--- config.mk ---
export PLATFORM = sky130hd
export DESIGN_NAME = mc_control
export DESIGN_NICKNAME = d
export VERILOG_FILES = /design/src/rtl/mc_control.sv
export SDC_FILE = /design/constraint.sdc
export NUM_CORES = 1
export LEC_CHECK = 0
export ABC_AREA = 1
export BUFFER_PORTS_ARGS = -buffer_cell sky130_fd_sc_hd__buf_2
export CORE_UTILIZATION = 30
export CTS_BUF_LIST = sky130_fd_sc_hd__clkbuf_16
export DETAILED_ROUTE_END_ITERATION = 8
export GPL_TIMING_DRIVEN = 0
export PLACE_DENSITY = 0.72
export SYNTH_ARGS = -nofsm -noshare
export SYNTH_HDL_FRONTEND = slang
export SYNTH_SLANG_ARGS = --single-unit
--- constraint.sdc ---
create_clock -name clk_i -period 2 [get_ports clk_i]
set_clock_uncertainty 0.05 [all_clocks]
set_input_delay 0.2 -clock clk_i [delete_from_list [all_inputs] [get_ports clk_i]]
set_output_delay 0.2 -clock clk_i [all_outputs]
set_load 0.005 [all_outputs]
--- src/rtl/mc_control.sv ---
// rtl/mc_control.sv - multi-cycle MIPS32 control FSM
// Sequences PC update, IR latch, register-file write and the shared memory port
// for one instruction at a time. Optional macro: ILLEGAL_TRAP_EN (illegal opcode
// traps to FAULT when defined, otherwise it is treated as a NOP).
// Ports:
//   clk_i, rst_ni                 clock (rising edge), async active-low reset
//   start_i                       leave IDLE and begin fetching
//   instr_i[31:0]                 instruction register contents
//   alu_zero_i                    ALU zero flag for beq
//   mem_ready_i                   memory completes the current request
//   mem_req_o, mem_we_o           memory request / store
//   ir_write_o, pc_write_o        IR latch / PC+4 strobes
//   is_jump_o                     PC <= jump target strobe
//   reg_write_o, reg_dst_o        register write enable / rd-vs-rt select
//   mem_to_reg_o                  write-back from memory
//   alu_src_o, alu_op_o[1:0]      ALU operand / operation selects
//   state_o[2:0], busy_o, fault_o debug state, busy, sticky fault
module mc_control #(
  parameter int MEM_TIMEOUT = 15,
  parameter int TO_W        = 4
) (
  input  logic        clk_i,
  input  logic        rst_ni,
  input  logic        start_i,
  input  logic [31:0] instr_i,
  input  logic        alu_zero_i,
  input  logic        mem_ready_i,
  output logic        mem_req_o,
  output logic        mem_we_o,
  output logic        ir_write_o,
  output logic        pc_write_o,
  output logic        is_jump_o,
  output logic        reg_write_o,
  output logic        reg_dst_o,
  output logic        mem_to_reg_o,
  output logic        alu_src_o,
  output logic [1:0]  alu_op_o,
  output logic [2:0]  state_o,
  output logic        busy_o,
  output logic        fault_o
);

  localparam logic [2:0] S_IDLE   = 3'd0;
  localparam logic [2:0] S_FETCH  = 3'd1;
  localparam logic [2:0] S_DECODE = 3'd2;
  localparam logic [2:0] S_EXEC   = 3'd3;
  localparam logic [2:0] S_MEM    = 3'd4;
  localparam logic [2:0] S_WB     = 3'd5;
  localparam logic [2:0] S_FAULT  = 3'd6;

  localparam logic [5:0] OP_R    = 6'h00;
  localparam logic [5:0] OP_J    = 6'h02;
  localparam logic [5:0] OP_BEQ  = 6'h04;
  localparam logic [5:0] OP_ADDI = 6'h08;
  localparam logic [5:0] OP_LW   = 6'h23;
  localparam logic [5:0] OP_SW   = 6'h2B;

  localparam logic [TO_W-1:0] TO_LIMIT = TO_W'(MEM_TIMEOUT);

  logic [2:0]      state_q, state_d;
  logic [TO_W-1:0] cnt_q, cnt_d;
  logic [TO_W-1:0] cnt_inc;
  logic [5:0]      opcode;
  logic            op_legal;
  logic            unused_instr;

  assign opcode       = instr_i[31:26];
  assign unused_instr = ^instr_i[25:0];
  assign cnt_inc      = cnt_q + TO_W'(1);

  always_comb begin
    op_legal = 1'b0;
    case (opcode)
      OP_R, OP_J, OP_BEQ, OP_ADDI, OP_LW, OP_SW: op_legal = 1'b1;
      default:                                  op_legal = 1'b0;
    endcase
  end

  always_comb begin
    state_d      = state_q;
    cnt_d        = cnt_q;
    mem_req_o    = 1'b0;
    mem_we_o     = 1'b0;
    ir_write_o   = 1'b0;
    pc_write_o   = 1'b0;
    is_jump_o    = 1'b0;
    reg_write_o  = 1'b0;
    reg_dst_o    = 1'b0;
    mem_to_reg_o = 1'b0;
    alu_src_o    = 1'b0;
    alu_op_o     = 2'b00;
    fault_o      = 1'b0;

    case (state_q)
      S_IDLE: begin
        if (start_i) state_d = S_FETCH;
      end
      S_FETCH: begin
        mem_req_o = 1'b1;
        if (mem_ready_i) begin
          ir_write_o = 1'b1;
          pc_write_o = 1'b1;
          state_d    = S_DECODE;
        end else if (cnt_inc == TO_LIMIT) begin
          state_d = S_FAULT;
        end else begin
          cnt_d = cnt_inc;
        end
      end
      S_DECODE: begin
        if (op_legal) begin
          state_d = S_EXEC;
        end else begin
`ifdef ILLEGAL_TRAP_EN
          state_d = S_FAULT;
`else
          state_d = S_FETCH;
`endif
        end
      end
      S_EXEC: begin
        case (opcode)
          OP_R: begin
            alu_op_o = 2'b10;
            state_d  = S_WB;
          end
          OP_ADDI: begin
            alu_src_o = 1'b1;
            state_d   = S_WB;
          end
          OP_LW, OP_SW: begin
            alu_src_o = 1'b1;
            state_d   = S_MEM;
          end
          OP_BEQ: begin
            alu_op_o  = 2'b01;
            is_jump_o = alu_zero_i;
            state_d   = S_FETCH;
          end
          default: begin
            // only j reaches here: DECODE filters illegal opcodes
            is_jump_o = 1'b1;
            state_d   = S_FETCH;
          end
        endcase
      end
      S_MEM: begin
        mem_req_o = 1'b1;
        mem_we_o  = (opcode == OP_SW);
        if (mem_ready_i) begin
          state_d = (opcode == OP_SW) ? S_FETCH : S_WB;
        end else if (cnt_inc == TO_LIMIT) begin
          state_d = S_FAULT;
        end else begin
          cnt_d = cnt_inc;
        end
      end
      S_WB: begin
        reg_write_o  = 1'b1;
        reg_dst_o    = (opcode == OP_R);
        mem_to_reg_o = (opcode == OP_LW);
        state_d      = S_FETCH;
      end
      S_FAULT: begin
        fault_o = 1'b1;
      end
      default: begin
        state_d = S_FAULT;
      end
    endcase

    // any state change restarts the wait counter, so FETCH/MEM always enter at 0
    if (state_d != state_q) cnt_d = '0;
  end

  always_ff @(posedge clk_i or negedge rst_ni) begin
    if (!rst_ni) begin
      state_q <= S_IDLE;
      cnt_q   <= '0;
    end else begin
      state_q <= state_d;
      cnt_q   <= cnt_d;
    end
  end

  assign state_o = state_q;
  assign busy_o  = (state_q != S_IDLE) && (state_q != S_FAULT);

endmodule
== Yosys cells after proc, flatten, opt, wreduce, memory -nomap -nowiden ==
Index checks and enable logic that the tools add are counted.

* Bitwise logic cells: 0
* Mux-type cells: 27
* Reductions and logical operators: 12
* Div/mod/pow operators: 0
* Equal/unequal tests: 16
* Add/subtract/negate cells: 1
* Shift operators: 0
* Magnitude comparators: 0
* Multipliers: 0

{| class="wikitable"
|+ Operator list
! kind !! count
|-
| case mux 3 bit (7 select lines) || 1
|-
| two-way mux 4 bit || 4
|-
| two-way mux 3 bit || 5
|-
| == test 6 bit (second input constant) || 2
|-
| two-way mux 1 bit || 12
|-
| == test 3 bit (second input constant) || 3
|-
| == test 3 x 2 -> 1 bit (second input constant) || 2
|-
| == test 6 x 2 -> 1 bit (second input constant) || 1
|-
| == test 6 x 3 -> 1 bit (second input constant) || 1
|-
| == test 6 x 4 -> 1 bit (second input constant) || 1
|-
| zero test 6 bit || 1
|-
| case mux 3 bit (2 select lines) || 1
|-
| OR reduction 2 bit || 3
|-
| OR reduction 6 bit || 1
|-
| adder 4 x 1 -> 4 bit (second input constant) || 1
|-
| == test 4 bit (second input constant) || 1
|-
| two-way mux 2 bit || 2
|-
| != test 2 x 1 -> 1 bit (second input constant) || 2
|-
| case mux 2 bit (2 select lines) || 1
|-
| OR reduction 4 bit || 1
|-
| == test 3 x 1 -> 1 bit (second input constant) || 1
|-
| zero test 3 bit || 1
|-
| != test 3 bit || 1
|-
| != test 3 bit (second input constant) || 1
|-
| 6 further kinds || 6
|}

* Memories kept: 0
* Output and inout bits: 16
* Register bits: 7
* Bits in latches: 0
* Logic and storage cells: 58
* Memory bits (writable): 0
* Input bits: 37
* ROM bits: 0

== Depth between registers and ports, before layout ==
Gate-level depths: netlist of run 1.

* Depth in word-level cells: 8
* Gate-level depth with buffers: 13
* Gate-level depth less buffers: 13

== Worst setup path after synthesis of run 1 ==
No wires, ideal clock.

* Kind: register to register
* Start point: register cnt_q[0]
* End point: register cnt_q[0]
* Setup time: 0.120 ns
* Path slack: 0.509 ns
* Arrival: 1.322 ns
* Cell stages (with the launch flop): 14
* Clock period less this slack: 1.491 ns
* Buffers on the path: 0
* Cell sequence: dfrtp_1 -> ha_1 -> inv_1 -> nand2_1 -> nand2_1 -> nor2_1 -> nand2_1 -> nand2_1 -> nand2_1 -> nand3_2 -> nand2_1 -> nand2_2 -> nand3_2 -> nor2_1

* Cells in the longest elaborated chain, start to end: 8
* Elaborated cells between the ends (all ways): 15

{| class="wikitable"
|+ RTL lines
! item !! line !! text
|-
| start: declaration || 61 || <nowiki>logic [TO_W-1:0] cnt_q, cnt_d;</nowiki>
|-
| start signal: assignment || 182 || <nowiki>cnt_q <= cnt_d;</nowiki>
|-
| adder 4 x 1 -> 4 bit * || 69 || <nowiki>assign cnt_inc = cnt_q + TO_W'(1);</nowiki>
|-
| == test 4 bit * || 104, 152 ||
|-
| two-way mux 3 bit * || 104, 152 ||
|-
| two-way mux 3 bit (on tied branches) || 150, 100 ||
|-
| case mux 3 bit (7 select lines) * || 94 || <nowiki>case (state_q)</nowiki>
|-
| via state_d[1] || 60 || <nowiki>logic [2:0] state_q, state_d;</nowiki>
|-
| != test 3 bit * || 173 || <nowiki>if (state_d != state_q) cnt_d = '0;</nowiki>
|-
| != test 2 x 1 -> 1 bit (no source line) or nonzero test 2 bit (tied branches) || - ||
|-
| AND reduction 3 bit (no source line) || - ||
|}

Mark *: on every way through the listed nets, which the timed path passes. The rest lies on a longest branch. The select of a mux whose other input is x is not followed.
A chain may end at the register's enable or synchronous reset.

== Final worst setup path of run 1 ==
* Start point: register state_q[2] (netlist: state_o[2])
* End point: output port pc_write_o

* Cells in the longest elaborated chain, start to end: 2

{| class="wikitable"
|+ RTL lines
! item !! line !! text
|-
| start: declaration || 60 ||
|-
| start signal: assignment || 181 || <nowiki>state_q <= state_d;</nowiki>
|-
| == test 3 x 1 -> 1 bit || 94 ||
|-
| two-way mux 1 bit || 94 ||
|-
| end: declaration || 31 || <nowiki>output logic pc_write_o,</nowiki>
|}

No other way between the ends.

==> results of run 1 <==
==> flip-flops by register name (all words and copies together), names as in the netlist <==
register  flops
state_o       3
cnt_q         4
==> final timing paths <==
kind                       slack (ns)  depth (start not counted)            startpoint              endpoint
max in group asynchronous        1.46                          2                rst_ni  cnt_q[1]$_DFFE_PN0P_
max reg2reg                      0.32                         12  cnt_q[0]$_DFFE_PN0P_  cnt_q[0]$_DFFE_PN0P_
max                              0.26                          5  state_o[2]$_DFF_PN0_            pc_write_o
min in group asynchronous        0.29                          2                rst_ni  cnt_q[3]$_DFFE_PN0P_
min                              0.27                          4           mem_ready_i  state_o[2]$_DFF_PN0_
min reg2reg                      0.58                          4  cnt_q[3]$_DFFE_PN0P_  cnt_q[3]$_DFFE_PN0P_
==> power groups by stage <==
stage               logic [mW]  registers [mW]  clock network, mW
CTS                      0.568           0.220              0.338
global route             0.633           0.225              0.349
finish                   0.562           0.221              0.332
detailed placement       0.562           0.222                  0
floorplan                0.420           0.217                  0
global placement         0.556           0.222                  0
==> kinds of logic after synthesis <==
logic type | share of synthesized area
compound gates | 0.0589
xor+xnor | 0.0109
simple gates | 0.547
flops | 0.217
buf+inv | 0.135
fa+ha+maj | 0.0310
==> layout make-up <==
cell class                 count  area [um^2]
multi-input combinational     96          523
inverter                      24         90.1
sequential                     7          175
fill                         272         1440
tap                           30         37.5
buffer                         2         18.8
timing repair buffer          27          140
clock inverter                 1         3.75
clock buffer                   3         75.1
==> worst max-delay path, stage by stage (launching register included) <==
cell,delay (ns)
dfrtp_1,0.48
inv_2,0.18
nand3_2,0.15
nor2_2,0.22
buf_4,0.14
buf_2,0.09
==> stage by stage <==
stage / setup WS [ns] / area [um^2] / std cells / util
floorplan: 0.509 / 807 / 129 / -
global placement: 0.351 / 975 / 185 / 0.390
detailed placement: 0.314 / 975 / 185 / 0.390
CTS: 0.273 / 1060 / 190 / 0.425
global route: 0.118 / 1060 / 190 / 0.425
finish: 0.261 / 1060 / 190 / 0.425
==> cell usage after synthesis <==
| cell | instances |
|---|---|
| ha_1 | 2 |
| a21oi_1 | 2 |
| inv_1 | 19 |
| a21oi_2 | 2 |
| nand4_1 | 5 |
| nor2_4 | 3 |
| buf_4 | 1 |
| nand2_2 | 6 |
| nor2_2 | 2 |
| nand3_1 | 12 |
| nand2_1 | 25 |
| o21ai_0 | 3 |
| xor2_1 | 1 |
| o21ai_1 | 1 |
| inv_2 | 5 |
| nor3_1 | 4 |
| nor2_1 | 20 |
| dfrtp_1 | 7 |
| nand3_2 | 7 |
| nand3b_1 | 1 |
| buf_6 | 1 |
==> per-layer routing <==
layer  global-route usage  vias to the layer above  routed length, um
met5                    0                        -                  0
met4               0.0132                        0                  0
met3               0.0339                        0                104
met2                0.265                       31                863
met1                0.152                      374                789
li1                     -                      476                  -
==> metrics.md, run 1 <==
| Metric | Value |
|---|---|
| Min cycle time layout | `1.74 ns` |
| Gr ovfl total | `0` |
| Routed Wire Length | `1760 um` |
| Wire per inst | `9.25 um` |
| CTS Buf Count | `3` |
| Final Hold Vio Count | `0` |
| Layout cells sized above 1 | `0.350` |
| Worst hold margin | `0.266 ns` |
| Sink Count | `7` |
| Vias in the first global route | `750` |
| RD Place Congestion | `0.751` |
| Max cap viols | `0` |
| Buffers on Ports | `26` |
| Antenna-violating nets left | `0` |
| # diodes | `0` |
| Root Driver | `clkbuf_16` |
| Setup_tns | `0 ns` |
| Post-Syn Area per Cell | `6.26 um^2` |
| Arrival time worst endpoint | `1.49 ns` |
| PwrDens | `1050 mW/mm^2` |
| Critical path type | `reg2out` |
| Slew of the pin with the lowest slew margin | `0.339 ns` |
| # hold bufs at CTS | `1` |
| Layout net count | `200` |
| GRT Util Overall | `0.137` |
| Die area | `0.00290 mm^2` |
| Clock slew at reported path FFs | `0.04 ns` |
| Sequential share of the synthesized area | `0.217` |
| Clock share of power | `0.298` |
| First-pass GRT wire length | `2950 um` |
| Commonest non-fill, non-tap cell in the layout | `buf_2` |
| Clock latency on the worst-skew pair | `0.23 ns` |
| Rows | `18` |
| Cts repair resizes | `0` |
| Commonest non-fill, non-tap cells in the layout | `buf_2, nand2_1, nor2_1, inv_1, nand3_1` |
| Max frequency | `0.575 GHz` |
| Net Sw Frac | `0.401` |
| Die width | `53.9 um` |
| Synth area leader | `dfrtp_1` |
| Hold Path Class | `in2reg` |
| TritonCTS clock tree | `done` |
| Post-Syn Nets | `168` |
| Vias per cell | `4.64` |
| DRC viols | `0` |
| Setup violators final | `0` |
| Placed wire-length estimate | `1400 um` |
| RSZ-0062 raised after global routing | `false` |
| Initial core utilization | `0.323` |
| Worst endpoint required time | `1.75 ns` |
| First DRT Iteration DRCs | `24` |
| Critical-path maximum fanout | `7` |
| Library cells used by synthesis | `21` |
| Die Span Y | `53.9 um` |
| Post-CTS Setup Bufs | `0` |
| CP Capture Type | `primary output` |
| Total core area | `0.00250 mm^2` |
| Relative slew slack | `0.774` |
| FF+latch count, synth | `7` |
| IO Count | `53` |
| Largest vdd supply drop | `1.26 mV` |
| Cell area after synthesis | `807 um^2` |
| DRT Pass-1 Iters | `4` |
| Largest net degree at the start of global routing | `9` |
| Synthesized instance count | `129` |
| H-tree depth | `1` |
| Top cells by area, synth | `dfrtp_1, nand2_1, nor2_1, inv_1, nand3_2` |
| Status | `complete, no violations` |
| Crit share post-route | `0.869` |
| Static leakage | `0.594 nW` |
| Post-synth top area share | `0.217` |
| Vias | `881` |
| Sequential power share | `0.198` |
| Synth warn | `0` |
| Syn-to-layout area delta | `31.8%` |
| Final Max Slew Viols | `0` |
| Initial antenna violation count | `0` |
| Clk buf depth | `2` |
| Critical path launch point type | `register` |
| Internal power | `0.668 mW` |
| Comb pwr share | `0.504` |
| Sw power | `0.447 mW` |
| Total power | `1.12 mW` |
No activity file was read; power rests on OpenSTA's default activity.
==> inputs of run 2 (changes only) <==
==> constraint.sdc (replaced) <==
create_clock -name clk_i -period 1.7 [get_ports clk_i]
set_clock_uncertainty 0.05 [all_clocks]
set_input_delay 0.17 -clock clk_i [delete_from_list [all_inputs] [get_ports clk_i]]
set_output_delay 0.17 -clock clk_i [all_outputs]
set_load 0.005 [all_outputs]
==> metrics.md, run 2 (synthesis results as in run 1) <==
| Metric | Value |
|---|---|
| CP Cell Sequence | `buf_4 -> inv_1 -> ha_1 -> inv_1 -> nor2_2 -> nand2_2 -> nand2_2 -> nand2_2 -> nand2_2 -> nand2_2 -> nand2_2 -> nand3_4 -> nor2_2` |
| Routed Wire Length | `1850 um (+5.1%)` |
| Min cycle time layout | `1.61 ns` |
| Slew of the pin with the lowest slew margin | `0.220 ns (-0.119 ns)` |
| Max frequency | `0.621 GHz` |
| Fill count | `258 (-5.1%)` |
| Reg2Reg Setup Slack | `0.09 ns (-0.23 ns)` |
| Sink Count | `7 (unchanged)` |
| Die width | `53.9 um (unchanged)` |
| Layout cells sized above 1 | `0.476 (+0.126)` |
| Gr ovfl total | `0 (unchanged)` |
| Syn-to-layout area delta | `44.2%` |
| # diodes | `0 (unchanged)` |
| Biggest register | `cnt_q` |
| Final Hold Vio Count | `0 (unchanged)` |
| Multi-input logic area | `573 um^2 (+9.6%)` |
| Vias | `892 (+1.2%)` |
| Initial core utilization | `0.323 (unchanged)` |
| Total power | `1.43 mW (+28%)` |
| Setup violators final | `0 (unchanged)` |
| Worst path slowest cell | `dfrtp_1` |
| Static leakage | `0.627 nW (+5.5%)` |
| Clk buf depth | `2 (unchanged)` |
| Post-route cell area | `0.00116 mm^2 (+9.4%)` |
| Critical path type | `reg2reg` |
| Die area | `0.00290 mm^2 (unchanged)` |
| Initial antenna violation count | `0 (unchanged)` |
| CP peak stage delay | `0.39 ns (-0.09 ns)` |
| Status | `complete, no violations` |
| CP Capture Type | `register` |
| Critical-path maximum fanout | `4 (-3)` |
| Reg2Reg Depth | `13 (+1)` |
| Clock slew at reported path FFs | `0.04 ns (about the same)` |
| Final Max Slew Viols | `0 (unchanged)` |
| Worst path most repeated cell | `nand2_2` |
| RR Startpoint | `cnt_q[0]$_DFFE_PN0P_` |
| Arrival time worst endpoint | `1.72 ns (+0.23 ns)` |
| Max cap viols | `0 (unchanged)` |
| Commonest non-fill, non-tap cells in the layout | `buf_2, inv_1, nor2_1` |
| Setup_tns | `0 ns (unchanged)` |
| Largest vdd supply drop | `1.48 mV (+18%)` |
| Largest net degree at the start of global routing | `9 (unchanged)` |
| RD Place Congestion | `0.751 (unchanged)` |
| Antenna-violating nets left | `0 (unchanged)` |
| Worst endpoint required time | `1.81 ns (+0.06 ns)` |
| IO Count | `53 (unchanged)` |
| Total core area | `0.00250 mm^2 (unchanged)` |
| Relative slew slack | `0.853 (+0.0792)` |
| Critical path launch point type | `register` |
| Vias per cell | `4.55 (-1.9%)` |
| Root Driver | `clkbuf_16` |
| Vias in the first global route | `741 (-1.2%)` |
| First DRT Iteration DRCs | `18 (-25%)` |
| Clock latency on the worst-skew pair | `0.23 ns (about the same)` |
| DRC viols | `0 (unchanged)` |
| Post-DP Area | `975 um^2 (unchanged)` |
| Layout net count | `206 (+3.0%)` |
| Die Span Y | `53.9 um (unchanged)` |
| Placed wire-length estimate | `1400 um (unchanged)` |
| GRT Util Overall | `0.136 (-0.000585)` |
| Worst hold margin | `0.261 ns (-0.00513 ns)` |
| DRT Pass-1 Iters | `4 (unchanged)` |
| Max reg flops | `4 (unchanged)` |
| Worst R2R End | `cnt_q[2]$_DFFE_PN0P_` |
| Buffers on Ports | `26 (unchanged)` |
| Fin util | `0.465 (+0.0400)` |
| TritonCTS clock tree | `done` |
| Crit share post-route | `0.948` |
| First-pass GRT wire length | `2930 um (-0.71%)` |
| H-tree depth | `1 (unchanged)` |
| Hold Path Class | `in2async` |
| Commonest non-fill, non-tap cell in the layout | `buf_2` |
| CTS Buf Count | `3 (unchanged)` |
| Wire per inst | `9.42 um (+1.8%)` |
| RSZ-0062 raised after global routing | `true` |
| Sequential cell area | `178 um^2 (+1.4%)` |
| PwrDens | `1230 mW/mm^2 (+17%)` |
| Rows | `18 (unchanged)` |
run 2: cell count changes in the layout (fill, tap and decap cells not counted), sizes merged:
cell,before,now
buf,28,34
run 2: report_power, final:
part / internal, mW / leakage (nW) / total, mW / switching [mW]
registers: 0.205 / 0.0915 / 0.256 / 0.0502
logic: 0.345 / 0.493 / 0.779 / 0.434
clock network: 0.306 / 0.0423 / 0.392 / 0.0866
run 2: cell type report:
cell class | count | area share
multi-input cells | 96 | 0.492
repair buffers | 33 | 0.159
flip-flops and latches | 7 | 0.153
inverters | 24 | 0.0796
clock buffers | 3 | 0.0645
well taps | 30 | 0.0323
plain buffers | 2 | 0.0161
clock inverters | 1 | 0.00323
run 2: worst max-delay path: cells and delay by family (launching register included):
family,cells,cell delay (ns)
fa+ha+maj,1,0.13
simple gates,9,0.73
flops,1,0.39
buf+inv,3,0.24
run 2: worst max path at each step:
stage                                end  cells past startpoint            startpoint
detailed placement  cnt_q[2]$_DFFE_PN0P_                     12  cnt_q[0]$_DFFE_PN0P_
finish              cnt_q[2]$_DFFE_PN0P_                     13  cnt_q[0]$_DFFE_PN0P_
global placement    cnt_q[0]$_DFFE_PN0P_                     12  cnt_q[0]$_DFFE_PN0P_
floorplan           cnt_q[0]$_DFFE_PN0P_                     13  cnt_q[0]$_DFFE_PN0P_
CTS                           pc_write_o                      5  state_o[2]$_DFF_PN0_
global route        cnt_q[2]$_DFFE_PN0P_                     13  cnt_q[1]$_DFFE_PN0P_
run 2: routing by layer:
metal	vias to the layer above	wire, um	track usage
li1	486	-	-
met1	382	806	0.152
met2	24	960	0.263
met3	0	78	0.0339
met4	0	0	0.0132
met5	-	0	0
run 2: repair_timing:
| action | 4_1_cts | 5_1_grt |
|---|---|---|
| buffers inserted | 0 | 6 |
| hold endpoints to repair | 7 | 0 |
| setup endpoints to repair | 2 | 5 |
| hold buffers | 1 | 0 |
| pin swaps | 0 | 8 |
| resized for setup | 2 | 18 |
run 2: through the flow:
| stage | setup slack [ns] | cells |
|---|---|---|
| after floorplan | 0.209 | 129 |
| after global placement | 0.0508 | 185 |
| after detailed placement | 0.0136 | 185 |
| after CTS | 0.00347 | 190 |
| after global routing | -0.0300 | 196 |
| final | 0.0887 | 196 |
==> inputs of run 3 (changes only) <==
--- a/config.mk
+++ b/config.mk
@@ -5,12 +5,12 @@
 export SDC_FILE = /design/constraint.sdc
 export NUM_CORES = 1
 export LEC_CHECK = 0
-export ABC_AREA = 1
 export BUFFER_PORTS_ARGS = -buffer_cell sky130_fd_sc_hd__buf_2
 export CORE_UTILIZATION = 30
 export CTS_BUF_LIST = sky130_fd_sc_hd__clkbuf_16
 export DETAILED_ROUTE_END_ITERATION = 8
 export GPL_TIMING_DRIVEN = 0
+export HOLD_SLACK_MARGIN = 0.1
 export PLACE_DENSITY = 0.72
 export SYNTH_ARGS = -nofsm -noshare
 export SYNTH_HDL_FRONTEND = slang
==> metrics.md, run 3 <==
| Metric | Value |
|---|---|
| Root Driver | `clkbuf_16` |
| Initial antenna violation count | `0 (unchanged)` |
| Levels on crit path | `5 (-8)` |
| Sequential cell area | `180 um^2 (+1.4%)` |
| Vias in the first global route | `865 (+17%)` |
| Buffers on Ports | `25 (-3.8%)` |
| Status | `complete, but fails checks` |
| CP Capture Type | `register` |
| Sequential share of the synthesized area | `0.213 (-0.00429)` |
| Total power | `1.53 mW (+6.9%)` |
| Multi-input logic area | `714 um^2 (+25%)` |
| Min cycle time layout | `1.95 ns (+0.341 ns)` |
| Cell family with most CP delay | `simple AND/OR/NAND/NOR gates` |
| CP Cell Sequence | `nor2b_2 -> a311oi_2 -> a211o_4 -> mux2_4 -> and4b_1` |
| RSZ-0062 raised after global routing | `true` |
| Reg2Reg Setup Slack | `-0.25 ns (-0.34 ns)` |
| Antenna-violating nets left | `0 (unchanged)` |
| CP peak stage delay | `0.47 ns (+0.08 ns)` |
| Post-synth top area share | `0.213 (-0.00429)` |
| Static leakage | `0.551 nW (-12%)` |
| Gr ovfl total | `0 (unchanged)` |
| Post-Syn Nets | `139 (-17%)` |
| Final Max Slew Viols | `0 (unchanged)` |
| Crit share post-route | `1.15 (+0.201)` |
| Routed Wire Length | `2690 um (+46%)` |
| RD Place Congestion | `0.788 (+4.9%)` |
| Biggest register | `cnt_q` |
| Ys flop type | `dfrtp_1` |
| DRT Pass-1 Iters | `4 (unchanged)` |
| Worst R2R End | `cnt_q[3]$_DFFE_PN0P_` |
| Post-DP Area | `997 um^2 (+2.3%)` |
| Critical path type | `reg2reg` |
| Reg2Reg Depth | `5 (-8)` |
| Synthesized instance count | `100 (-22%)` |
| DRC viols | `0 (unchanged)` |
| Wire per inst | `15.9 um (+69%)` |
| Vias per cell | `5.84 (+28%)` |
| Critical-path maximum fanout | `6 (+2)` |
| Rows | `18 (unchanged)` |
| Library cells used by synthesis | `43 (+100%)` |
| Slew of the pin with the lowest slew margin | `0.490 ns (+0.270 ns)` |
| Commonest non-fill, non-tap cell in the layout | `buf_2` |
| Final Hold Vio Count | `0 (unchanged)` |
| Placed wire-length estimate | `1780 um (+27%)` |
| H-tree depth | `1 (unchanged)` |
| Fill count | `231 (-10%)` |
| Max cap viols | `0 (unchanged)` |
| Worst path slowest cell | `dfrtp_1` |
| Critical path launch point type | `register` |
| RR Startpoint | `cnt_q[2]$_DFFE_PN0P_` |
| Sink Count | `7 (unchanged)` |
| Asr flop ratio synth | `1.00 (unchanged)` |
| Clock slew at reported path FFs | `0.04 ns (about the same)` |
| Vias | `987 (+11%)` |
| Syn-to-layout area delta | `56.7%` |
| GRT Util Overall | `0.184 (+0.0472)` |
| First DRT Iteration DRCs | `38 (+20)` |
| Clk buf depth | `2 (unchanged)` |
| Synth warn | `0 (unchanged)` |
| Setup ws final | `-0.253 ns (-0.341 ns)` |
| # diodes | `0 (unchanged)` |
| Clock latency on the worst-skew pair | `0.23 ns (about the same)` |
| Die area | `0.00296 mm^2 (+1.9%)` |
| First-pass GRT wire length | `3970 um (+36%)` |
| Die Span Y | `54.4 um (+0.97%)` |
| Largest vdd supply drop | `0.900 mV (-39%)` |
| Total core area | `0.00254 mm^2 (+1.8%)` |
| Buf/Inv on CP | `0 (-3)` |
| Arrival time worst endpoint | `2.06 ns (+0.34 ns)` |
| Layout net count | `179 (-13%)` |
| Cell area after synthesis | `823 um^2 (+2.0%)` |
| Worst endpoint required time | `1.81 ns (about the same)` |
| Top cells by area, synth | `dfrtp_1, and4b_1, o21ai_0, xnor2_1, o211ai_1` |
| FF+latch count, synth | `7 (unchanged)` |
| Hold Path Class | `in2async` |
| Setup violators final | `8 (+8)` |
| Max frequency | `0.512 GHz (-17%)` |
| Relative slew slack | `0.671 (-0.182)` |
| TritonCTS clock tree | `done` |
| IO Count | `53 (unchanged)` |
| CTS Buf Count | `3 (unchanged)` |
| Initial core utilization | `0.324 (+0.000678)` |
| PwrDens | `1180 mW/mm^2 (-3.6%)` |
| Largest net degree at the start of global routing | `11 (+2)` |
| EDFF count, synth | `0 (unchanged)` |
| Synth top cells by count | `dfrtp_1, inv_1, nor2_1, o21ai_0` |
| Commonest non-fill, non-tap cells in the layout | `buf_2, o21ai_0, buf_4` |
| Post-Syn Area per Cell | `8.23 um^2 (+32%)` |
| Die width | `54.4 um (+0.97%)` |
| Post-route cell area | `0.00129 mm^2 (+11%)` |
| Max reg flops | `4 (unchanged)` |
| Violated checks | `setup timing` |
| Layout cells sized above 1 | `0.496 (+0.0205)` |
| Synth area leader | `dfrtp_1` |
==> run 3: cell count changes after synthesis, moves of 5 or more <==
cell / before / now
inv_1: 19 / 7
inv_2: 5 / 0
nand2_1: 25 / 4
nand2_2: 6 / 0
nand3_1: 12 / 4
nand3_2: 7 / 0
nor2_1: 20 / 7
==> run 3: routing by layer <==
metal,vias to the layer above,GRT usage,part of all wire
li1,470,-,-
met1,482,0.224,0.42
met2,31,0.315,0.52
met3,4,0.0222,0.045
met4,0,0.0897,0.012
met5,-,0,0
==> run 3: report_power, final <==
part / leakage [nW] / switching (mW) / total (mW) / internal (mW)
clock: 0.0423 / 0.0887 / 0.395 / 0.306
combinational: 0.421 / 0.428 / 0.868 / 0.440
sequential: 0.0880 / 0.0554 / 0.263 / 0.208
==> run 3: what timing repair did <==
item,CTS,global route
endpoints found under the setup margin,6,16
hold buffers,1,0
pin swaps,3,3
hold endpoints to repair,7,0
buffers inserted,5,5
gates resized for setup,11,21
==> run 3: kinds of logic (layout without fill, tap and decap cells) <==
group | Yosys count | count (layout) | synth area share
xor+xnor | 4 | 4 | 0.0425
flops | 7 | 7 | 0.213
compound gates | 30 | 30 | 0.283
buf+inv | 12 | 51 | 0.0623
simple gates | 42 | 42 | 0.327
fa+ha+maj | 2 | 2 | 0.0304
mux | 3 | 3 | 0.0425
==> run 3: area by class of cell <==
cell class                      count  area share
Tap cell                           30      0.0291
Sequential cell                     7       0.140
Buffer                              4      0.0194
Multi-Input combinational cell     81       0.554
Clock buffer                        3      0.0582
Timing Repair Buffer               36       0.177
Inverter                            7      0.0204
Clock inverter                      1     0.00291
==> run 3: stage by stage <==
step / worst slack [ns] / utilization / cells / hold slack [ns] / setup TNS, ns
floorplan: -0.204 / - / 100 / -0.176 / -0.818
global route: -0.317 / 0.507 / 169 / 0.286 / -1.98
CTS: -0.264 / 0.462 / 165 / 0.255 / -1.64
global placement: -0.306 / 0.392 / 155 / -0.0425 / -1.20
finish: -0.253 / 0.507 / 169 / 0.271 / -1.33
detailed placement: -0.325 / 0.392 / 155 / -0.0395 / -1.27
==> run 3: how the worst max path moves through the flow <==
stage,start,end,slack [ns]
floorplan,state_o[2]$_DFF_PN0_,cnt_q[0]$_DFFE_PN0P_,-0.20
global placement,state_o[2]$_DFF_PN0_,cnt_q[2]$_DFFE_PN0P_,-0.31
detailed placement,state_o[2]$_DFF_PN0_,cnt_q[2]$_DFFE_PN0P_,-0.32
CTS,state_o[2]$_DFF_PN0_,cnt_q[3]$_DFFE_PN0P_,-0.26
global route,cnt_q[3]$_DFFE_PN0P_,cnt_q[3]$_DFFE_PN0P_,-0.32
finish,cnt_q[2]$_DFFE_PN0P_,cnt_q[3]$_DFFE_PN0P_,-0.25
